**src/rtl/imem_boot_loader.sv**
```systemverilog
// imem_boot_loader
// Receives a framed byte stream (0xA5, LEN_HI, LEN_LO, 4N data bytes, CSUM),
// writes the big-endian words into instruction memory starting at address 0,
// and keeps the core in reset until a frame's checksum matches.
module imem_boot_loader #(
  parameter int ADDR_WIDTH = 8
) (
  input  logic                  clk,
  input  logic                  rst,
  input  logic [7:0]            in_data,
  input  logic                  in_valid,
  output logic                  in_ready,
  output logic                  imem_we,
  output logic [ADDR_WIDTH-1:0] imem_addr,
  output logic [31:0]           imem_wdata,
  output logic                  cpu_rst,
  output logic                  busy,
  output logic                  done,
  output logic                  error,
  output logic [ADDR_WIDTH:0]   words_loaded
);

  typedef enum logic [2:0] {
    IDLE,
    LEN_HI,
    LEN_LO,
    DATA,
    WRITE,
    CSUM,
    DONE,
    ERR
  } state_t;

  localparam logic [7:0]            SYNC_BYTE = 8'hA5;
  // Largest legal word count is the full memory (2^ADDR_WIDTH words).
  localparam logic [32:0]           CAPACITY  = 33'd1 << ADDR_WIDTH;
  localparam logic [ADDR_WIDTH:0]   WL_ONE    = {{ADDR_WIDTH{1'b0}}, 1'b1};

  state_t       state;
  logic [7:0]   len_hi;
  logic [15:0]  frame_len;
  logic [7:0]   csum_acc;
  logic [1:0]   byte_cnt;
  logic [31:0]  word_buf;

  logic         xfer;
  logic [15:0]  frame_len_n;
  logic         len_too_big;
  logic [ADDR_WIDTH:0] wl_inc;
  logic         last_word;
  logic [31:0]  word_next;

  // A byte moves only when both sides agree; in_ready is itself a register.
  assign xfer        = in_valid & in_ready;
  // Length formed in the LEN_LO cycle from the stored high byte and the incoming low byte.
  assign frame_len_n = {len_hi, in_data};
  assign len_too_big = (33'(frame_len_n) > CAPACITY);
  assign wl_inc      = words_loaded + WL_ONE;
  // Compared at full width so the count never wraps against a 16-bit length.
  assign last_word   = (32'(wl_inc) == 32'(frame_len));
  // Big-endian assembly: earlier bytes shift toward bit 31.
  assign word_next   = {word_buf[23:0], in_data};

  // Frame parser, memory writer and status registers in one state machine.
  always_ff @(posedge clk) begin
    if (rst) begin
      state        <= IDLE;
      len_hi       <= 8'h00;
      frame_len    <= 16'h0000;
      csum_acc     <= 8'h00;
      byte_cnt     <= 2'd0;
      word_buf     <= 32'h0000_0000;
      in_ready     <= 1'b1;
      imem_we      <= 1'b0;
      imem_addr    <= '0;
      imem_wdata   <= 32'h0000_0000;
      cpu_rst      <= 1'b1;
      busy         <= 1'b0;
      done         <= 1'b0;
      error        <= 1'b0;
      words_loaded <= '0;
    end else begin
      // The write strobe lives for exactly one cycle and in_ready only drops in WRITE.
      imem_we  <= 1'b0;
      in_ready <= 1'b1;

      case (state)
        IDLE, DONE, ERR: begin
          // Only the sync byte opens a frame; anything else is dropped.
          // Starting from DONE re-asserts cpu_rst before any word is overwritten.
          if (xfer && (in_data == SYNC_BYTE)) begin
            state        <= LEN_HI;
            csum_acc     <= 8'h00;
            byte_cnt     <= 2'd0;
            words_loaded <= '0;
            done         <= 1'b0;
            error        <= 1'b0;
            busy         <= 1'b1;
            cpu_rst      <= 1'b1;
          end
        end

        LEN_HI: begin
          if (xfer) begin
            len_hi <= in_data;
            state  <= LEN_LO;
          end
        end

        LEN_LO: begin
          if (xfer) begin
            frame_len <= frame_len_n;
            if (len_too_big) begin
              state   <= ERR;
              error   <= 1'b1;
              busy    <= 1'b0;
              cpu_rst <= 1'b1;
            end else if (frame_len_n == 16'h0000) begin
              state <= CSUM;
            end else begin
              state <= DATA;
            end
          end
        end

        DATA: begin
          if (xfer) begin
            word_buf <= word_next;
            csum_acc <= csum_acc + in_data;
            byte_cnt <= byte_cnt + 2'd1;
            // Fourth byte completes the word: present it to memory next cycle.
            if (byte_cnt == 2'd3) begin
              state      <= WRITE;
              imem_we    <= 1'b1;
              imem_addr  <= words_loaded[ADDR_WIDTH-1:0];
              imem_wdata <= word_next;
              in_ready   <= 1'b0;
            end
          end
        end

        WRITE: begin
          words_loaded <= wl_inc;
          if (last_word) begin
            state <= CSUM;
          end else begin
            state <= DATA;
          end
        end

        CSUM: begin
          if (xfer) begin
            busy <= 1'b0;
            if (in_data == csum_acc) begin
              state   <= DONE;
              done    <= 1'b1;
              cpu_rst <= 1'b0;
            end else begin
              state   <= ERR;
              error   <= 1'b1;
              cpu_rst <= 1'b1;
            end
          end
        end

        default: begin
          state <= IDLE;
        end
      endcase
    end
  end

endmodule
```
**config.mk**
```make
export PLATFORM = sky130hd
export DESIGN_NAME = imem_boot_loader
export DESIGN_NICKNAME = d
export VERILOG_FILES = /design/src/rtl/imem_boot_loader.sv
export SDC_FILE = /design/constraint.sdc
export NUM_CORES = 1
export LEC_CHECK = 0
export CAP_MARGIN = 20
export CORE_UTILIZATION = 50
export DETAILED_ROUTE_END_ITERATION = 6
export GPL_TIMING_DRIVEN = 0
export PLACE_DENSITY = 0.76
export SYNTH_ARGS = -nofsm -noshare
export SYNTH_HDL_FRONTEND = slang
export SYNTH_SLANG_ARGS = --single-unit
```
**constraint.sdc**
```tcl
create_clock -name clk -period 1.93 [get_ports clk]
set_clock_uncertainty 0.05 [all_clocks]
set_input_delay 0.386 -clock clk [delete_from_list [all_inputs] [get_ports clk]]
set_output_delay 0.386 -clock clk [all_outputs]
set_load 0.02 [all_outputs]
```
# Word level (Yosys, flattened, before mapping)
# Cells that the tools add are included.
[word_totals]
reg_bits = 116
elab_cells = 99
inputBits = 11
[op_classes]
bitwise_logic = 3
muxes = 38
addsub = 3
eq_ne = 20
order_cmp = 1
n_reduce_logical = 19
[ops]
columns = ["op", "count"]
rows = [
  ["3-bit two-way mux", 9],
  ["2-bit inequality test, second input constant", 9],
  ["3-bit one-hot mux with 6 select lines", 1],
  ["9-bit one-hot mux with 2 select lines", 1],
  ["9-bit by 16-bit == test with 1-bit output", 1],
  ["16-bit by 9-bit > comparator with 1-bit output, second input constant", 1],
  ["16-bit zero test", 1],
  ["1-bit two-way mux", 16],
  ["8-bit two-way mux", 2],
  ["8-bit one-hot mux with 2 select lines", 1],
  ["3-bit == test, second input constant", 4],
  ["6-bit AND reduction", 2],
  ["9-bit by 1-bit adder with 9-bit output, second input constant", 1],
  ["9-bit two-way mux", 1],
  ["1-bit one-hot mux with 3 select lines", 3],
  ["8-bit adder", 1],
  ["8-bit == test", 1],
  ["8-bit == test, second input constant", 1],
  ["2-bit AND reduction", 4],
  ["3-bit by 2-bit == test with 1-bit output, second input constant", 2],
  ["3-bit AND reduction", 2],
  ["2-bit nonzero test", 3],
  ["3-bit OR reduction", 2],
  ["5-bit AND reduction", 1],
  ["12 further kinds", 14],
]

# Logic depth before layout (Yosys ltp)
[logic_depth]
depth_word = 5
ltp_mapped = 8

# Worst setup path after synthesis
# No wires, ideal clock.
[synth_timing]
path_type = "register to register"
from = "reg words_loaded[0]"
to = "reg state[2]"
slack_ns = -0.330
stages_incl_launch_ff = 8
path_buffers = 0
setup_ns = 0.087
arrival_time_ns = 2.123
required_time_ns = 1.793
path_cell_list = "dfxtp_1 > ha_1 > nand3_1 > or4_1 > xnor2_1 > nand3_1 > or2_2 > o31ai_1"
[synth_via]
elab_chain_cells = 4
[synth_lines]
columns = ["item", "line", "text"]
rows = [
  ["from (decl)", "20", "output logic [ADDR_WIDTH:0] words_loaded"],
  ["from (signal assigned)", "143", "words_loaded <= wl_inc;"],
  ["9-bit by 1-bit adder with 9-bit output", "58", "assign wl_inc = words_loaded + WL_ONE;"],
  ["9-bit by 16-bit == test with 1-bit output", "60", "assign last_word = (32'(wl_inc) == 32'(frame_len));"],
  ["3-bit two-way mux", "144", "if (last_word) begin"],
  ["3-bit one-hot mux with 6 select lines", "87", "case (state)"],
  ["to (signal assigned)", "92", "state <= LEN_HI;"],
  ["to (signal assigned)", "145", "state <= CSUM;"],
  ["to (signal assigned)", "147", "state <= DATA;"],
  ["to (decl)", "39", "state_t state;"],
]
# No other way between the ends.
# A chain may end at the register's enable or synchronous reset.

# Final worst setup path
[layout_timing]
from = "reg state[2]"
to = "reg words_loaded[5]"
[layout_via]
elab_chain_cells = 4
elab_cells_between_ends = 9
[layout_lines]
columns = ["item", "line", "text"]
rows = [
  ["from (signal assigned)", "67", "state <= IDLE;"],
  ["from (signal assigned)", "92", ""],
  ["from (signal assigned)", "106", "state <= LEN_LO;"],
  ["3-bit == test / 3-bit zero test (equally long branches)", "87", ""],
  ["3-bit OR reduction", "87", ""],
  ["2-bit inequality test (no line) / 2-bit nonzero test (equally long branches)", "--", ""],
  ["2-bit AND reduction (no line)", "--", ""],
]
# Parallel ways exist; a longest one is shown, timed or not.

==> results.sh <==
export IMPL_nNetsFinal=762
export IMPL_min_to="frame_len[3]$_SDFFE_PP0P_"
export IMPL_final_area_sq_um=6840
export IMPL_grt_setup_unrepaired="yes"
export IMPL_initial_utilization_pct=51.5
export IMPL_layout_drive_gt1_share_pct=16.6
export IMPL_cts_clk_slew_worst_paths_ps=50
export IMPL_slew_viol_final=0
export IMPL_via_per_inst=5.52
export IMPL_setup_ws_ps=-20.3
export IMPL_drt_pass1_iter_count=5
export IMPL_cts_made_buffers=17
export IMPL_fin_cells=886
export IMPL_synth_distinct_cells=50
export IMPL_htreeDepth=4
export IMPL_pin_count=66
export IMPL_power_density_nw_per_um2=840
export IMPL_drtAntennaViolNets=0
export IMPL_synth_warnings=0
export IMPL_hpwlAfterDp_um=10000
export IMPL_gp_congestion=0.856
export IMPL_place_inst=843
export IMPL_critPathBufInv=0
export IMPL_register_area_sq_um=2340
export IMPL_dieArea_sq_um=10400
export IMPL_crit_type="flip-flop to flip-flop"
export IMPL_route_detailed_drc=0
export IMPL_setup_viol=3
export IMPL_gr_total_overflow=0
export IMPL_cp_start_kind="flip-flop"
export IMPL_path_max_fanout=5
export IMPL_critPathSlowestCell="a2111o_1"
export IMPL_worst_ep_required_time_ps=2270
export IMPL_hold_path_class="input port to flip-flop"
export IMPL_diodes=0
export IMPL_cts_root_buf="clkbuf_8"
export IMPL_grt_max_degree=17
export IMPL_period_needed_ps=1950
export IMPL_clk_path_buf_depth=2
export IMPL_syn_instance_count=645
export IMPL_coreArea_sq_um=9730
export IMPL_seq_area_frac_synth_pct=46.3
export IMPL_static_leakage_power_nw=2.82
export IMPL_grt_util_all_layers_pct=28.4
export IMPL_multi_input_area_sq_um=2720
export IMPL_slew_headroom_pct=52.6
export IMPL_placed_area_sq_um=5880
export IMPL_r2r_slack_ps=-20
export IMPL_arrival_ps=2290
export IMPL_r2r_start="state[2]$_SDFFE_PP0P_"
export IMPL_drv_cap=0
export IMPL_status="finished with violations"
export IMPL_peakVddDrop_uv=813
export IMPL_wl_per_cell_um=16.3
export IMPL_antenna_found_initial=0
export IMPL_avgSynthCellArea_sq_um=7.77
export IMPL_area_growth_synth_to_final_pct=36.4
export IMPL_port_buffers=65
export IMPL_wl_um=14400
export IMPL_synth_edf_count=0
export IMPL_mappedNetlistNets=666
export IMPL_worstReg2RegEnd="words_loaded[5]$_SDFFE_PP0P_"
export IMPL_hp_start="in_data[3]"
export IMPL_worstMarginPinSlew_ps=712
export IMPL_clock_fmax_mhz=513
export IMPL_r2r_cells=6
export IMPL_grt_pass1_vias=4508
export IMPL_fin_setup_tns_ps=-28.0
export IMPL_syn_area_sq_um=5010
export IMPL_final_hold_viol_count=0
export IMPL_die_w_um=102
export IMPL_crit_chain="or3_4 -> a2111o_1 -> nand2_2 -> o21ai_0 -> a21oi_1 -> nor2_1"
export IMPL_final_period_utilization_pct=101
export IMPL_ys_ff_latch=116
export IMPL_synth_async_reset_ratio_pct=0
export IMPL_fillCellCount=815
export IMPL_rows=36
export IMPL_holdPathStages=3
export IMPL_end_kind="flip-flop"
export IMPL_die_h_um=102
export IMPL_failed_checks="negative setup slack"
export IMPL_dp_worst_setup_slack_ps=-1030
export IMPL_clock_sinks=116
export IMPL_cp_top_family="compound AO/OA/AOI/OAI gates"
export IMPL_num_vias=4889
export IMPL_slowest_delay_ps=540
export IMPL_cts_hold_buffers=0
export IMPL_clock_latency_ps=530
export IMPL_ys_flop_type="dfxtp_1"
export IMPL_grt_pass1_wl_um=22100
export IMPL_tritoncts="yes"
export IMPL_dr_first_iter_drc_count=268
flip-flops by register name, summed over array words and instances, names as in the netlist:
signal,count
imem_addr,8
error,1
state,3
csum_acc,8
word_buf,24
cpu_rst,1
imem_we,1
len_hi,8
done,1
byte_cnt,2
in_ready,1
imem_wdata,32
words_loaded,9
busy,1
frame_len,16
worst max path at each step:
stage | startpoint | endpoint | slack (ps) | depth (start not counted)
2_1_floorplan | words_loaded[0]$_SDFFE_PP0P_ | state[2]$_SDFFE_PP0P_ | -20 | 7
3_3_place_gp | in_data[1] | csum_acc[3]$_SDFFE_PP0P_ | -1020 | 6
3_5_place_dp | in_data[1] | csum_acc[7]$_SDFFE_PP0P_ | -1030 | 8
4_1_cts | words_loaded[1]$_SDFFE_PP0P_ | state[2]$_SDFFE_PP0P_ | -30 | 7
5_1_grt | words_loaded[0]$_SDFFE_PP0P_ | state[2]$_SDFFE_PP0P_ | -90 | 7
6_report | state[2]$_SDFFE_PP0P_ | words_loaded[5]$_SDFFE_PP0P_ | -20 | 6
per-stage QoR:
stage	util [%]	power (W)	hold slack, ps
3_3_place_gp	60.4	0.00278	394
4_1_cts	67.5	0.00574	286
5_1_grt	70.3	0.00590	178
2_1_floorplan	-	0.00267	382
6_report	70.3	0.00574	176
3_5_place_dp	60.4	0.00278	397
cell families after synthesis:
logic type,count (synthesis),share of synthesized area [%]
flops,116,46.3
fa+ha+maj,11,2.85
buf+inv,50,3.87
xor+xnor,17,2.97
mux,9,1.80
simple gates,295,25.5
compound gates,147,16.7
synthesized netlist by cell type, drive strengths merged, types with 2 or more instances:
cell,n,area share (%)
nand3b,2,0.30
xnor2,15,2.6
dfxtp,116,46
ha,9,2.2
nand4b,2,0.35
nand2,190,14
a2111o,2,0.45
a21o,2,0.30
buf,5,0.47
nand4,2,0.25
nor2,36,2.8
nand2b,5,0.62
xor2,2,0.35
or3,4,0.60
a2111oi,3,0.90
or2,2,0.25
clkbuf,38,2.9
nor3,14,1.4
nand3,15,1.5
a31oi,4,0.50
o21bai,2,0.30
nor4,6,0.75
o21ai,14,1.4
inv,7,0.52
and3,4,0.50
and2,5,0.62
o31ai,3,0.45
or4,5,0.82
a21oi,108,11
nor2b,2,0.25
mux2i,9,1.8
area by class of cell:
class | instances | share of cell area (%)
Tap cell | 133 | 2.43
Sequential cell | 116 | 34.3
Inverter | 7 | 0.384
Clock inverter | 4 | 1.03
Timing Repair Buffer | 80 | 11.6
Clock buffer | 27 | 7.19
Buffer | 40 | 3.28
Multi-Input combinational cell | 479 | 39.8
cell usage in the layout, fill, tap and decap left out, drive strengths merged, types with 16 or more instances in the layout:
cell type / count
a21oi: 108
buf: 26
clkbuf: 61
clkdlybuf4s50: 19
dfxtp: 116
dlygate4sd2: 16
dlymetal6s2s: 25
nand2: 190
nor2: 36
metal layers:
| layer | vias up | global-route usage (%) | share of wire (%) | wire, um |
|---|---|---|---|---|
| met5 | - | 0 | 0 | 0 |
| met4 | 0 | 11.1 | 2.0 | 288 |
| met3 | 29 | 6.57 | 5.5 | 793 |
| met2 | 144 | 46.3 | 47 | 6790 |
| met1 | 2333 | 36.5 | 45 | 6550 |
| li1 | 2383 | - | - | - |
worst min-delay path: stages:
cell and delay [ps]:
buf_2 180, nand2_1 80, a21oi_1 50
report_power, final:
| group | internal, W | leakage, nW | switching [W] |
|---|---|---|---|
| combinational | 0.000118 | 1.61 | 0.000215 |
| clock | 0.00196 | 0.276 | 0.00103 |
| sequential | 0.00241 | 0.940 | 0.0000139 |
timing repair:
item / CTS / global route
endpoints found under the setup margin: 120 / 117
setup buffers: 7 / 8
resized for setup: 67 / 87
pin swaps: 8 / 16
(Power assumes the default switching activity.)
